**config.mk**
```make
export PLATFORM = sky130hd
export DESIGN_NAME = ram_sync_clr
export DESIGN_NICKNAME = d
export VERILOG_FILES = /design/src/rtl/ram_sync_clr.sv
export SDC_FILE = /design/constraint.sdc
export NUM_CORES = 1
export LEC_CHECK = 0
export CAP_MARGIN = 20
export CORE_MARGIN = 5
export CORE_UTILIZATION = 58
export CTS_CLUSTER_DIAMETER = 120
export CTS_CLUSTER_SIZE = 40
export DETAILED_ROUTE_END_ITERATION = 16
export PLACE_DENSITY = 0.79
export SKIP_LAST_GASP = 1
export SYNTH_ARGS = -nofsm -noshare
export SYNTH_HDL_FRONTEND = slang
export SYNTH_SLANG_ARGS = --single-unit
```
**constraint.sdc**
```tcl
create_clock -name clk -period 3.34 [get_ports clk]
set_input_delay 0.835 -clock clk [delete_from_list [all_inputs] [get_ports clk]]
set_output_delay 0.835 -clock clk [all_outputs]
set_load 0.05 [all_outputs]
```
**src/rtl/ram_sync_clr.sv**
```systemverilog
// ram_sync_clr: parametrised synchronous single-port RAM.
// Has a registered read port with a one-cycle o_valid strobe, and a clear
// engine that zero-fills every word after reset or on request (busy while
// running).
//
// Handshake: there is no backpressure. r/w/clr are sampled at every rising
// edge while busy=0 and are ignored while busy=1. Every accepted read
// produces exactly one o_valid pulse, one cycle later, with o holding the
// read data. o keeps its last value whenever o_valid is low.
// The FSM state is visible on busy, which is high exactly when the FSM is in
// S_CLEAR.
module ram_sync_clr #(
    parameter int WIDTH      = 16,
    parameter int DEPTH      = 8,
    parameter int AW         = 3,
    parameter int READ_FIRST = 1
) (
    input  logic             clk,
    input  logic             rst,
    input  logic             r,
    input  logic             w,
    input  logic             clr,
    input  logic [AW-1:0]    addr,
    input  logic [WIDTH-1:0] D,
    output logic [WIDTH-1:0] o,
    output logic             o_valid,
    output logic             busy
);

    typedef enum logic {
        S_CLEAR = 1'b0,
        S_READY = 1'b1
    } state_t;

    localparam logic [AW-1:0] LAST_WORD = AW'(DEPTH - 1);

    state_t           state_q, state_d;
    logic [AW-1:0]    ptr_q, ptr_d;
    logic [WIDTH-1:0] o_q, o_d;
    logic             o_valid_q, o_valid_d;
    logic             busy_q, busy_d;

    logic [WIDTH-1:0] mem [DEPTH];

    logic             mem_we;
    logic [AW-1:0]    mem_waddr;
    logic [WIDTH-1:0] mem_wdata;
    logic             addr_ok;
    logic [WIDTH-1:0] rd_word;

    // Address range check and array read. Words beyond DEPTH read as zero.
    always_comb begin
        addr_ok = (32'(addr) < 32'(DEPTH));
        rd_word = '0;
        if (addr_ok) begin
            rd_word = mem[addr];
        end
    end

    // Next-state logic: the clear sweep, then normal read/write service.
    always_comb begin
        state_d   = state_q;
        ptr_d     = ptr_q;
        o_d       = o_q;
        o_valid_d = 1'b0;
        busy_d    = busy_q;
        mem_we    = 1'b0;
        mem_waddr = addr;
        mem_wdata = D;

        unique case (state_q)
            S_CLEAR: begin
                // One word is zeroed per cycle; the last word also releases busy.
                mem_we    = 1'b1;
                mem_waddr = ptr_q;
                mem_wdata = '0;
                if (ptr_q == LAST_WORD) begin
                    state_d = S_READY;
                    busy_d  = 1'b0;
                end else begin
                    ptr_d = ptr_q + AW'(1);
                end
            end
            S_READY: begin
                if (clr) begin
                    // clr wins over any r/w in the same cycle.
                    state_d = S_CLEAR;
                    ptr_d   = '0;
                    busy_d  = 1'b1;
                end else begin
                    // Out-of-range writes are dropped.
                    mem_we = w && addr_ok;
                    if (r) begin
                        o_valid_d = 1'b1;
                        if (!addr_ok) begin
                            o_d = '0;
                        end else if (READ_FIRST == 0 && w) begin
                            o_d = D;
                        end else begin
                            o_d = rd_word;
                        end
                    end
                end
            end
            default: begin
                state_d = S_CLEAR;
                ptr_d   = '0;
                busy_d  = 1'b1;
            end
        endcase

        // Reset leaves the array alone in the cycle it is sampled.
        if (rst) begin
            mem_we = 1'b0;
        end
    end

    // Control and output registers with synchronous reset into the clear sweep.
    always_ff @(posedge clk) begin
        if (rst) begin
            state_q   <= S_CLEAR;
            ptr_q     <= '0;
            o_q       <= '0;
            o_valid_q <= 1'b0;
            busy_q    <= 1'b1;
        end else begin
            state_q   <= state_d;
            ptr_q     <= ptr_d;
            o_q       <= o_d;
            o_valid_q <= o_valid_d;
            busy_q    <= busy_d;
        end
    end

    // Storage array: single write port, no reset.
    always_ff @(posedge clk) begin
        if (mem_we) begin
            mem[mem_waddr] <= mem_wdata;
        end
    end

    assign o       = o_q;
    assign o_valid = o_valid_q;
    assign busy    = busy_q;

endmodule

```
=== Word-level counts from Yosys, hierarchy flattened ===
Memories as Yosys holds them, arrays and structs flattened. A register that Yosys moved wholly into a read port is not among the register bits.
Cells that the tools add are included.

* Add/subtract/negate cells: 1
* Eq/ne operators: 4
* Multiplexer cells: 17
* Bitwise operators: 2
* Reduce and logical (&&, ||, !) cells: 4

{| class="wikitable"
|+ Operators by type and width
! kind !! number
|-
| $mux W16 || 1
|-
| $mux W1 || 9
|-
| $mux W3 || 3
|-
| $ne A2 B2 Y1 const B || 3
|-
| $pmux W1 S2 || 3
|-
| $pmux W3 S2 || 1
|-
| $reduce_and A2 Y1 || 2
|-
| $add A3 B1 Y3 const B || 1
|-
| $eq A3 B3 Y1 const B || 1
|-
| $reduce_and A3 Y1 || 1
|-
| $reduce_or A3 Y1 || 1
|-
| $not A1 Y1 || 2
|}

* Register bits: 6
* Bits in writable memories: 128
* Bits of input ports: 24
* Logic and storage cells: 33
* Memories: 1

{| class="wikitable"
|+ Memory list
! memory !! depth !! width !! rd ports !! clocked after Yosys merged registers in !! write ports !! RTL line !! text
|-
| mem || 8 || 16 || 1 || 1 || 1 || 43 || <nowiki>logic [WIDTH-1:0] mem [DEPTH];</nowiki>
|}

=== Logic depth before layout (Yosys ltp) ===
* Depth in word-level cells: 5
* Gate-level depth with buffers: 6

=== Worst setup path before layout ===
No wires, ideal clock.

* Kind: input -> register
* Start point: in addr[0]
* End point: mem mem[1][0], enable pin
* Library setup time: 388 ps
* Arrival: 2,242 ps
* Slack: 710 ps
* Stages: 6
* Buffers on the path: 3
* Cells stage by stage: buf_6 -> buf_8 -> buf_6 -> nand4b_1 -> a21o_1 -> nor2_1

* Longest elaborated chain between the ends: 1

{| class="wikitable"
|+ RTL lines
! what !! RTL line !! text
|-
| start: declaration || 23 || <nowiki>input logic [AW-1:0] addr,</nowiki>
|-
| $mux W3 || 71 || <nowiki>unique case (state_q)</nowiki>
|-
| end: declaration || 43 ||
|}

Every way passes these cells.

=== Worst setup path in the final report ===
* Start point: reg o_q[8], in the netlist o[8] (read register of mem)
* End point: out o[8]

{| class="wikitable"
|+ RTL lines
! what !! RTL line !! text
|-
| start: declaration || 39 || <nowiki>logic [WIDTH-1:0] o_q, o_d;</nowiki>
|-
| end: declaration || 25 || <nowiki>output logic [WIDTH-1:0] o,</nowiki>
|}

No word-level cell between the ends.

==> flow_metrics.env <==
export IMPL_power_internal_mw=3.38
export IMPL_io_buffers=41
export IMPL_grt_max_degree=29
export IMPL_r2r_slack_ns=1.39
export IMPL_critPathArrivalTime_ns=1.69
export IMPL_cp_num_buf_inv=1
export IMPL_fin_worst_skew_ns=0.00664
export IMPL_period_minus_slack_ns=2.53
export IMPL_min_path_type="reg2reg"
export IMPL_cp_end_kind="output port"
export IMPL_final_nets=438
export IMPL_cts_inserted_buffers=17
export IMPL_grt_pass1_vias=3426
export IMPL_grt_remaining_overflow=0
export IMPL_power_frac_comb=0.052
export IMPL_ir_worst_vdd_mv=0.370
export IMPL_status="completed"
export IMPL_routed_wl_um=12600
export IMPL_sw_frac_of_total=0.199
export IMPL_crit_fanout=2
export IMPL_timing_setup_tns_ns=0
export IMPL_power_frac_clock=0.455
export IMPL_avgSynthCellArea_um2=16.9
export IMPL_clk_path_buf_depth=2
export IMPL_dieWidth_um=111
export IMPL_yosysWarnings=0
export IMPL_areaGrowthSynthToFinish_pct=20.3
export IMPL_r2r_end="mem[6][10]$_DFFE_PP_"
export IMPL_drc=0
export IMPL_first_pass_iters=5
export IMPL_criticalPathCategory="reg2out"
export IMPL_slowest_stage="clkdlybuf4s50_1"
export IMPL_slew_headroom=0.656
export IMPL_path_cells="clkdlybuf4s50_1"
export IMPL_synth_cell_types=29
export IMPL_hold_end="o[7]$_SDFFE_PP0P_"
export IMPL_syn_num_nets=376
export IMPL_final_layout_size_suffix_gt1_frac=0.142
export IMPL_final_util=0.721
export IMPL_reg2reg_depth=4
export IMPL_viasPerCell=6.06
export IMPL_cp_top_family="buffers and inverters"
export IMPL_synth_seq_cells=150
export IMPL_clock_sinks=150
export IMPL_rsz0062_at_grt="false"
export IMPL_vias=3373
export IMPL_cts_tree="yes"
export IMPL_drv_slew=0
export IMPL_cp_required_ns=2.50
export IMPL_seq_power_share=0.493
export IMPL_worstHoldStart="o[7]$_SDFFE_PP0P_"
export IMPL_cts_htree_levels=4
export IMPL_synth_area_mm2=0.00591
export IMPL_grt_antenna_before_repair=0
export IMPL_finalCritPeriodShare=0.757
export IMPL_postCtsHoldBufs=0
export IMPL_p_sw_uw=842
export IMPL_dpl_hpwl_um=8030
export IMPL_num_rows=36
export IMPL_n_antenna_cell=0
export IMPL_globalplace_congestion=0.786
export IMPL_root_buffer="clkbuf_8"
export IMPL_setup_viol=0
export IMPL_p_leak_nw=2.50
export IMPL_min_path_cells=1
export IMPL_fp_coreArea_mm2=0.00986
export IMPL_worstSkewPairLatency_ns=0.52
export IMPL_synth_seq_area_share=0.725
export IMPL_worstMarginPinSlew_ns=0.515
export IMPL_synthCells=349
export IMPL_cp_slowest_stage_delay_ns=0.81
export IMPL_drt_iter0_drc=282
export IMPL_cts_resized=0
export IMPL_cp_depth=1
export IMPL_cts_setup_buffers=0
export IMPL_start_kind="flip-flop"
export IMPL_die_area_mm2=0.0123
export IMPL_max_cap_violations=0
export IMPL_clock_fmax_ghz=0.395
export IMPL_pwr_density_cell_mw_per_mm2=594
export IMPL_hold_viol_final=0
export IMPL_r2r_start="state_q$_SDFF_PP0_"
export IMPL_die_h_um=111
export IMPL_grt_usage=0.215
export IMPL_pin_count=42
export IMPL_clk_pin_slew_ns=0.06
export IMPL_grt_pass1_wl_um=19700
export IMPL_wl_per_cell_um=22.6
export IMPL_ant_nets=0
export IMPL_initial_utilization=0.599
## worst max-delay path by stage
stage,endpoint,startpoint
global route,o[2],o[2]$_SDFFE_PP0P_
floorplan,mem[1][0]$_DFFE_PP_,addr[0]
global placement,mem[7][5]$_DFFE_PP_,clr
CTS,o[8],o[8]$_SDFFE_PP0P_
detailed placement,mem[6][7]$_DFFE_PP_,clr
finish,o[8],o[8]$_SDFFE_PP0P_
## final cells by class
cell class	instances	area (µm²)
clock inverter	14	183
fill	591	2760
sequential	150	4280
clock buffer	18	428
multi-input combinational	174	1450
tap	133	166
inverter	3	11.3
timing repair buffer	65	588
## stage by stage
step / hold WS [ns] / cells / instance area (µm²) / setup slack [ns] / power (mW)
floorplan: 0.587 / 349 / 5910 / 0.710 / 2.26
global placement: 0.451 / 525 / 6500 / 0.600 / 2.33
detailed placement: 0.454 / 525 / 6500 / 0.563 / 2.34
CTS: 0.468 / 557 / 7110 / 0.768 / 4.25
global route: 0.480 / 557 / 7110 / 0.755 / 4.36
finish: 0.464 / 557 / 7110 / 0.810 / 4.23
## cells by family (layout without fill, tap and decap cells)
group / Yosys count / after routing / share of synthesized area
xor gates and xnor gates: 1 / 1 / 0.00148
adders and majority gates: 3 / 3 / 0.00635
muxes: 66 / 66 / 0.112
AOI/OAI and AO/OA: 61 / 61 / 0.0853
DFF: 150 / 150 / 0.725
buffers and inverters: 25 / 100 / 0.0303
and+or+nand+nor: 43 / 43 / 0.0402
## flip-flops by register name, summed over array words and instances, names as in the netlist
| name | flops |
|---|---|
| busy | 1 |
| mem | 128 |
| o | 16 |
| o_valid | 1 |
| ptr_q | 3 |
| state_q | 1 |
## power groups by stage
stage | sequential, mW | combinational [mW] | clock, mW
2_1_floorplan | 2.12 | 0.137 | 0
3_3_place_gp | 2.12 | 0.209 | 0
3_5_place_dp | 2.12 | 0.214 | 0
4_1_cts | 2.08 | 0.217 | 1.95
5_1_grt | 2.09 | 0.235 | 2.04
6_report | 2.08 | 0.218 | 1.92
## routing by layer
metal / GRT usage / wire length [µm] / up-vias
met1: 0.299 / 5270 / 1691
li1: - / - / 1509
met5: 0 / 0 / -
met2: 0.327 / 6100 / 162
met4: 0.0616 / 133 / 0
met3: 0.0726 / 1080 / 11
## placed cells by master, fill, tap and decap left out, types with 4 or more instances in the layout
master             n
mux2i_1           66
edfxtp_1         128
a22oi_1           36
nand2_1            4
clkdlybuf4s50_1   40
dfxtp_1           22
clkinv_2           4
nor2_1            13
clkinvlp_4         4
buf_4             25
a32o_1            16
clkbuf_16         16
and2_1            17
bufinv_16          4
## Yosys cell counts
cell type	instances	share of area
mux2i_1	66	0.11
and2_1	17	0.018
buf_12	1	0.0034
dfxtp_1	22	0.074
nor2_2	1	0.0011
buf_6	4	0.0076
a22oi_1	36	0.046
nand2_1	4	0.0025
buf_4	4	0.0051
inv_2	2	0.0013
inv_1	1	0.00063
nand4b_1	1	0.0015
a21o_1	3	0.0038
clkbuf_1	2	0.0013
buf_2	10	0.0085
nor4bb_1	1	0.0017
buf_8	1	0.0025
nor2_1	13	0.0083
o22a_1	3	0.0044
nand4bb_1	1	0.0019
a31oi_2	1	0.0021
xor2_1	1	0.0015
edfxtp_1	128	0.65
a21oi_1	1	0.00085
nand2b_1	2	0.0021
a32o_1	16	0.027
nor2b_1	3	0.0032
ha_1	3	0.0063
o21bai_1	1	0.0013
No activity file was read; power rests on OpenSTA's default activity.
